### config.mk
export PLATFORM = sky130hd
export DESIGN_NAME = mdio_responder
export DESIGN_NICKNAME = d
export VERILOG_FILES = /design/src/rtl/mdio_responder.sv
export SDC_FILE = /design/constraint.sdc
export NUM_CORES = 1
export LEC_CHECK = 0
export CAP_MARGIN = 25
export CORE_MARGIN = 5
export CORE_UTILIZATION = 59
export CTS_CLUSTER_DIAMETER = 60
export DETAILED_ROUTE_END_ITERATION = 10
export PLACE_DENSITY = 0.89
export SLEW_MARGIN = 20
export SYNTH_ARGS = -nofsm -noshare
export SYNTH_HDL_FRONTEND = slang
export SYNTH_SLANG_ARGS = --single-unit
### constraint.sdc
create_clock -name clk_25mhz -period 5.5 [get_ports clk_25mhz]
set_input_delay 1.65 -clock clk_25mhz [delete_from_list [all_inputs] [get_ports clk_25mhz]]
set_output_delay 1.65 -clock clk_25mhz [all_outputs]
set_load 0.05 [all_outputs]
### src/rtl/mdio_responder.sv
`default_nettype none
// ============================================================================
//  Module      : mdio_responder
//  Description : Clause-22 MDIO management responder (PHY side). Oversamples
//                MDC/MDIO on the system clock, decodes read/write frames and
//                talks to the local register bank through one-cycle strobes.
//  Revision    : 1.0 - initial release
// ============================================================================
module mdio_responder #(
    parameter logic [4:0] PHY_ADDR     = 5'd1,
    parameter bit         BCAST_EN     = 1'b1,
    parameter int         PREAMBLE_LEN = 32
) (
    input  logic        clk_25mhz,
    input  logic        reset_n,
    input  logic        mdc,
    input  logic        mdi,
    output logic        mdo,
    output logic        mdo_en,
    output logic [4:0]  reg_addr,
    output logic        reg_rd_stb,
    input  logic [15:0] reg_rdata,
    output logic        reg_wr_stb,
    output logic [15:0] reg_wdata,
    output logic        frame_err
);

    localparam logic [5:0] c_pre_len = 6'(PREAMBLE_LEN);
    localparam logic [5:0] c_pre_max = 6'd32;

    typedef enum logic [3:0] {
        S_IDLE  = 4'd0,
        S_ST    = 4'd1,
        S_OP    = 4'd2,
        S_PHYAD = 4'd3,
        S_REGAD = 4'd4,
        S_TA    = 4'd5,
        S_RDATA = 4'd6,
        S_WDATA = 4'd7,
        S_SKIP  = 4'd8
    } state_t;

    // Synchronisers and edge history
    logic        r_mdc_s1, r_mdc_s2, r_mdc_d;
    logic        r_mdi_s1, r_mdi_s2;
    logic        w_rise;
    logic        w_bit;

    // Frame state
    state_t      r_state, w_state_next;
    logic [5:0]  r_pre_cnt, w_pre_next;
    logic [4:0]  r_bit_cnt, w_bit_next;
    logic [14:0] r_sh, w_sh_next;
    logic        r_op_read, w_op_read_next;
    logic        r_match, w_match_next;
    logic [15:0] r_tx, w_tx_next;
    logic        r_cap;
    logic [4:0]  w_field;

    // Registered outputs
    logic        r_mdo, w_mdo_next;
    logic        r_mdo_en, w_mdo_en_next;
    logic [4:0]  r_reg_addr, w_reg_addr_next;
    logic        r_rd_stb, w_rd_stb_next;
    logic        r_wr_stb, w_wr_stb_next;
    logic [15:0] r_wdata, w_wdata_next;
    logic        r_err, w_err_next;

    assign w_rise  = r_mdc_s2 & ~r_mdc_d;
    assign w_bit   = r_mdi_s2;
    assign w_field = {r_sh[3:0], w_bit};

    assign mdo        = r_mdo;
    assign mdo_en     = r_mdo_en;
    assign reg_addr   = r_reg_addr;
    assign reg_rd_stb = r_rd_stb;
    assign reg_wr_stb = r_wr_stb;
    assign reg_wdata  = r_wdata;
    assign frame_err  = r_err;

    // Two-flop synchronisers for MDC/MDIO plus the delayed MDC for rise detect
    always_ff @(posedge clk_25mhz) begin
        if (!reset_n) begin
            r_mdc_s1 <= 1'b0;
            r_mdc_s2 <= 1'b0;
            r_mdc_d  <= 1'b0;
            r_mdi_s1 <= 1'b0;
            r_mdi_s2 <= 1'b0;
        end else begin
            r_mdc_s1 <= mdc;
            r_mdc_s2 <= r_mdc_s1;
            r_mdc_d  <= r_mdc_s2;
            r_mdi_s1 <= mdi;
            r_mdi_s2 <= r_mdi_s1;
        end
    end

    // State register and all frame/output registers
    always_ff @(posedge clk_25mhz) begin
        if (!reset_n) begin
            r_state    <= S_IDLE;
            r_pre_cnt  <= 6'd0;
            r_bit_cnt  <= 5'd0;
            r_sh       <= 15'd0;
            r_op_read  <= 1'b0;
            r_match    <= 1'b0;
            r_tx       <= 16'd0;
            r_cap      <= 1'b0;
            r_mdo      <= 1'b0;
            r_mdo_en   <= 1'b0;
            r_reg_addr <= 5'd0;
            r_rd_stb   <= 1'b0;
            r_wr_stb   <= 1'b0;
            r_wdata    <= 16'd0;
            r_err      <= 1'b0;
        end else begin
            r_state    <= w_state_next;
            r_pre_cnt  <= w_pre_next;
            r_bit_cnt  <= w_bit_next;
            r_sh       <= w_sh_next;
            r_op_read  <= w_op_read_next;
            r_match    <= w_match_next;
            r_tx       <= w_tx_next;
            r_cap      <= r_rd_stb;
            r_mdo      <= w_mdo_next;
            r_mdo_en   <= w_mdo_en_next;
            r_reg_addr <= w_reg_addr_next;
            r_rd_stb   <= w_rd_stb_next;
            r_wr_stb   <= w_wr_stb_next;
            r_wdata    <= w_wdata_next;
            r_err      <= w_err_next;
        end
    end

    // Frame decoder: everything advances only on a detected MDC rise,
    // except the read-data capture which follows the read strobe by a cycle
    always_comb begin
        w_state_next    = r_state;
        w_pre_next      = r_pre_cnt;
        w_bit_next      = r_bit_cnt;
        w_sh_next       = r_sh;
        w_op_read_next  = r_op_read;
        w_match_next    = r_match;
        w_tx_next       = r_tx;
        w_mdo_next      = r_mdo;
        w_mdo_en_next   = r_mdo_en;
        w_reg_addr_next = r_reg_addr;
        w_wdata_next    = r_wdata;
        w_rd_stb_next   = 1'b0;
        w_wr_stb_next   = 1'b0;
        w_err_next      = 1'b0;

        if (r_cap) begin
            w_tx_next = reg_rdata;
        end

        if (w_rise) begin
            case (r_state)
                S_IDLE: begin
                    if (w_bit) begin
                        if (r_pre_cnt != c_pre_max) begin
                            w_pre_next = r_pre_cnt + 6'd1;
                        end
                    end else begin
                        // This 0 is the first start bit when preamble was long enough
                        w_pre_next = 6'd0;
                        if (r_pre_cnt >= c_pre_len) begin
                            w_state_next = S_ST;
                        end
                    end
                end
                S_ST: begin
                    w_bit_next = 5'd0;
                    if (w_bit) begin
                        w_state_next = S_OP;
                    end else begin
                        w_err_next   = 1'b1;
                        w_state_next = S_IDLE;
                    end
                end
                S_OP: begin
                    if (r_bit_cnt == 5'd0) begin
                        w_sh_next  = {r_sh[13:0], w_bit};
                        w_bit_next = 5'd1;
                    end else begin
                        w_bit_next = 5'd0;
                        case ({r_sh[0], w_bit})
                            2'b10: begin
                                w_op_read_next = 1'b1;
                                w_state_next   = S_PHYAD;
                            end
                            2'b01: begin
                                w_op_read_next = 1'b0;
                                w_state_next   = S_PHYAD;
                            end
                            default: begin
                                w_err_next   = 1'b1;
                                w_state_next = S_IDLE;
                            end
                        endcase
                    end
                end
                S_PHYAD: begin
                    w_sh_next = {r_sh[13:0], w_bit};
                    if (r_bit_cnt == 5'd4) begin
                        // Broadcast address only ever accepts writes
                        w_match_next = (w_field == PHY_ADDR) ||
                                       (BCAST_EN && !r_op_read && (w_field == 5'd0));
                        w_bit_next   = 5'd0;
                        w_state_next = S_REGAD;
                    end else begin
                        w_bit_next = r_bit_cnt + 5'd1;
                    end
                end
                S_REGAD: begin
                    w_sh_next = {r_sh[13:0], w_bit};
                    if (r_bit_cnt == 5'd4) begin
                        w_reg_addr_next = w_field;
                        w_bit_next      = 5'd0;
                        if (r_match) begin
                            w_rd_stb_next = r_op_read;
                            w_state_next  = S_TA;
                        end else begin
                            w_state_next  = S_SKIP;
                        end
                    end else begin
                        w_bit_next = r_bit_cnt + 5'd1;
                    end
                end
                S_TA: begin
                    if (r_bit_cnt == 5'd0) begin
                        w_bit_next = 5'd1;
                    end else begin
                        w_bit_next = 5'd0;
                        if (r_op_read) begin
                            // Responder drives the 0 half of turnaround
                            w_mdo_en_next = 1'b1;
                            w_mdo_next    = 1'b0;
                            w_state_next  = S_RDATA;
                        end else begin
                            w_state_next  = S_WDATA;
                        end
                    end
                end
                S_RDATA: begin
                    if (r_bit_cnt == 5'd16) begin
                        w_mdo_en_next = 1'b0;
                        w_mdo_next    = 1'b0;
                        w_pre_next    = 6'd0;
                        w_bit_next    = 5'd0;
                        w_state_next  = S_IDLE;
                    end else begin
                        w_mdo_next = r_tx[15];
                        w_tx_next  = {r_tx[14:0], 1'b0};
                        w_bit_next = r_bit_cnt + 5'd1;
                    end
                end
                S_WDATA: begin
                    w_sh_next = {r_sh[13:0], w_bit};
                    if (r_bit_cnt == 5'd15) begin
                        w_wdata_next  = {r_sh, w_bit};
                        w_wr_stb_next = 1'b1;
                        w_bit_next    = 5'd0;
                        w_state_next  = S_IDLE;
                    end else begin
                        w_bit_next = r_bit_cnt + 5'd1;
                    end
                end
                S_SKIP: begin
                    // Two turnaround bits plus sixteen data bits of a foreign frame
                    if (r_bit_cnt == 5'd17) begin
                        w_bit_next   = 5'd0;
                        w_state_next = S_IDLE;
                    end else begin
                        w_bit_next = r_bit_cnt + 5'd1;
                    end
                end
                default: begin
                    w_state_next = S_IDLE;
                end
            endcase
        end
    end

endmodule
`default_nettype wire

==> flow_metrics.tcl <==
set metrics [dict create \
    status "finished clean" \
    p_leak_uw 0.00147 \
    ant_nets 0 \
    grt_first_pass_wirelength_um 14000 \
    antenna_found_initial 0 \
    crit_required_ps 3850 \
    crit_arrival_ps 1540 \
    synth_seq_area_share_pct 44.2 \
    drv_cap 0 \
    place.gp.congestion 0.894 \
    setup_violations 0 \
    hold_viol 0 \
    fillers 480 \
    final_nets 487 \
    grt_use_total_pct 22.9 \
    hold_class "reg2reg" \
    die_y_um 88.4 \
    io_pins 46 \
    p_comb_share_pct 3.4 \
    yosysUniqueCellTypes 56 \
    routed_via_density 5.96 \
    synth-main-ff-cell "dfxtp_1" \
    fin_crit_sh_pct 58.1 \
    skew_ps 9.29 \
    grt_pass1_vias 3059 \
    slew_violations 0 \
    period_minus_slack_ps 3190 \
    p_int_uw 774 \
    rsz0062_at_grt "false" \
    critical_path_class "reg2out" \
    syn_avg_cell_area_sq_um 8.49 \
    first_iter_violations 269 \
    path_cells "clkdlybuf4s50_1" \
    htree_levels 3 \
    syn_nets 456 \
    highest-signal-layer "met4" \
    area_delta_synth_final_pct 17.4 \
    p_clk_share_pct 39.0 \
    cts_sinks 80 \
    cts_setup_buffers 0 \
    drt_wl_total_um 8300 \
    synth_edf_count 0 \
    synthArstFlopShare_pct 0 \
    wire_per_inst_um 15.4 \
    route.met3.wl_um 546 \
    initial_core_util_pct 60.9 \
    ys_ff_latch 80 \
    clk_pin_slew_worst_paths_ps 80 \
    critPathLaunchType "flop" \
    sw_frac_of_total_pct 23.3 \
    grt_overflow 0 \
    worstMarginPinSlew_ps 993 \
    ys_warn_count 0 \
    slowest_stage "clkdlybuf4s50_1" \
    final.setup.tns_ps 0 \
    dr.pass1.iters 4 \
    insertion_delay_ps 360 \
    worst_path_largest_cell_delay_ps 820 \
    cts.repair.resized 0 \
    synthCells 427 \
    crit_family "buffers and inverters" \
    slew-limit-headroom_pct 33.8 \
    grt_max_degree 54 \
    num_vias 3205 \
    cts_tree "done" \
    drive_above_1_share_pct 6.05 \
    core_area_sq_mm 0.00596 \
    netSwitchingPower_uw 235 \
    diodes 0 \
    fmax_mhz 313 \
    cts_buffers 9 \
    syn_area_sq_mm 0.00363 \
    drcViolationCount 0 \
    die_x_um 88.4 \
    max-clock-path-buffers 2 \
    finalPower_uw 1010 \
    dpl.hpwl_um 5540 \
    wl_met1_um 3690 \
    crit_path_end_kind "output pin" \
    power_density_mw_per_mm2 237 \
    wl_met2_um 3860 \
    cp_max_fo 2 \
    rows 28 \
    p_seq_share_pct 57.7 \
    root_buffer "clkbuf_8" \
    io_buffers 45 \
    die_area_sq_mm 0.00781 \
    holdBufCountCts 0 \
    ir_drop_mv 0.158 \
    crit_buf_inv 1 \
]
-- cells in the mapped netlist, types with 2 or more instances --
cell | instances | area, sq um
inv_1 | 12 | 45.0
nor3_1 | 4 | 20.0
or3_1 | 3 | 18.8
o21a_1 | 2 | 15.0
or3b_2 | 2 | 17.5
nand4_1 | 3 | 18.8
nand3b_1 | 3 | 22.5
nor4_1 | 2 | 12.5
a22o_1 | 2 | 17.5
nor2b_1 | 5 | 31.3
nand2b_1 | 5 | 31.3
or3b_1 | 2 | 17.5
or4_1 | 2 | 15.0
a32oi_1 | 2 | 17.5
buf_2 | 2 | 10.0
a211oi_1 | 16 | 120
and3_1 | 4 | 25.0
buf_1 | 3 | 11.3
mux2i_1 | 23 | 230
o22ai_1 | 2 | 12.5
clkbuf_1 | 22 | 82.6
o21ai_0 | 21 | 105
nor4bb_1 | 2 | 20.0
a21oi_1 | 34 | 170
ha_1 | 9 | 113
nand2_1 | 63 | 236
nand3_1 | 22 | 110
o31ai_1 | 3 | 22.5
dfxtp_1 | 80 | 1600
a32o_1 | 2 | 20.0
and2_1 | 6 | 37.5
nor2_1 | 39 | 146
a311oi_1 | 2 | 17.5
-- flip-flops by register name, summed over array words and instances (netlist names), 4 cells and up --
name	flops
r_tx	16
reg_wdata	16
r_sh	15
r_pre_cnt	6
r_bit_cnt	5
reg_addr	5
r_state	4
-- logic make-up (layout without fill, tap and decap cells) --
logic type	Yosys count	count (layout)	share of synthesized area, %
AOI/OAI and AO/OA	94	94	16.7
xor gates and xnor gates	2	2	0.483
adders and majority gates	9	9	3.11
buffers and inverters	41	77	4.52
DFF	80	80	44.2
muxes	23	23	6.35
and+or+nand+nor	178	178	24.7
-- cell usage in the layout, fill, tap and decap left out, types with 3 or more instances in the layout --
cell and instances:
a211oi_1 16, nand2_1 63, mux2i_1 23, nand4_1 3, clkdlybuf4s50_1 45, nand3b_1 3
clkbuf_8 10, nor2b_1 5, a21oi_1 34, ha_1 9, inv_1 12, or3_1 3
and3_1 4, nand2b_1 5, o21ai_0 21, buf_4 3, nor2_1 39, o31ai_1 3
and2_1 6, nor3_1 4, nand3_1 22, dfxtp_1 80
-- worst paths after layout --
| path | to | cells past startpoint | from | slack [ps] |
|---|---|---|---|---|
| max | reg_wdata[0] | 1 | reg_wdata[0] | 2310 |
| min | r_mdi_s2 | 1 | r_mdi_s1 | 440 |
| max reg2reg | r_tx[9] | 5 | r_state[2] | 2660 |
| min reg2reg | r_mdi_s2 | 1 | r_mdi_s1 | 440 |
-- cell type report --
type	instances	area (sq um)	share of cell area, %
inverters	13	48.8	1.15
multi-input cells	306	1870	43.8
flip-flops and latches	80	1600	37.6
clock buffers	12	145	3.41
well taps	75	93.8	2.20
clock inverters	4	28.8	0.676
repair buffers	48	473	11.1
-- metrics by stage --
stage | cells | setup WS, ps | utilization (%) | cell area (sq um) | hold WS (ps)
after global routing | 538 | 2260 | 71.5 | 4260 | 453
final | 538 | 2310 | 71.5 | 4260 | 438
after floorplan | 427 | 2860 | - | 3630 | 412
after CTS | 538 | 2280 | 71.5 | 4260 | 441
after global placement | 522 | 2310 | 68.6 | 4080 | 415
after detailed placement | 522 | 2260 | 68.6 | 4080 | 422
-- power by group through the flow --
stage,logic (uW),registers [uW],clock network (uW)
after floorplan,17.1,594,0
after global placement,33.7,596,0
after detailed placement,33.7,596,0
after CTS,34.2,582,400
after global routing,36.9,583,432
final,34.0,582,393
-- layer usage --
metal  track usage [%]  vias to the layer above
li1                  -                     1557
met5                 0                        -
met1              29.6                     1516
met2              35.7                      110
met4              11.7                        0
met3              5.31                       22
(Power assumes the default switching activity.)
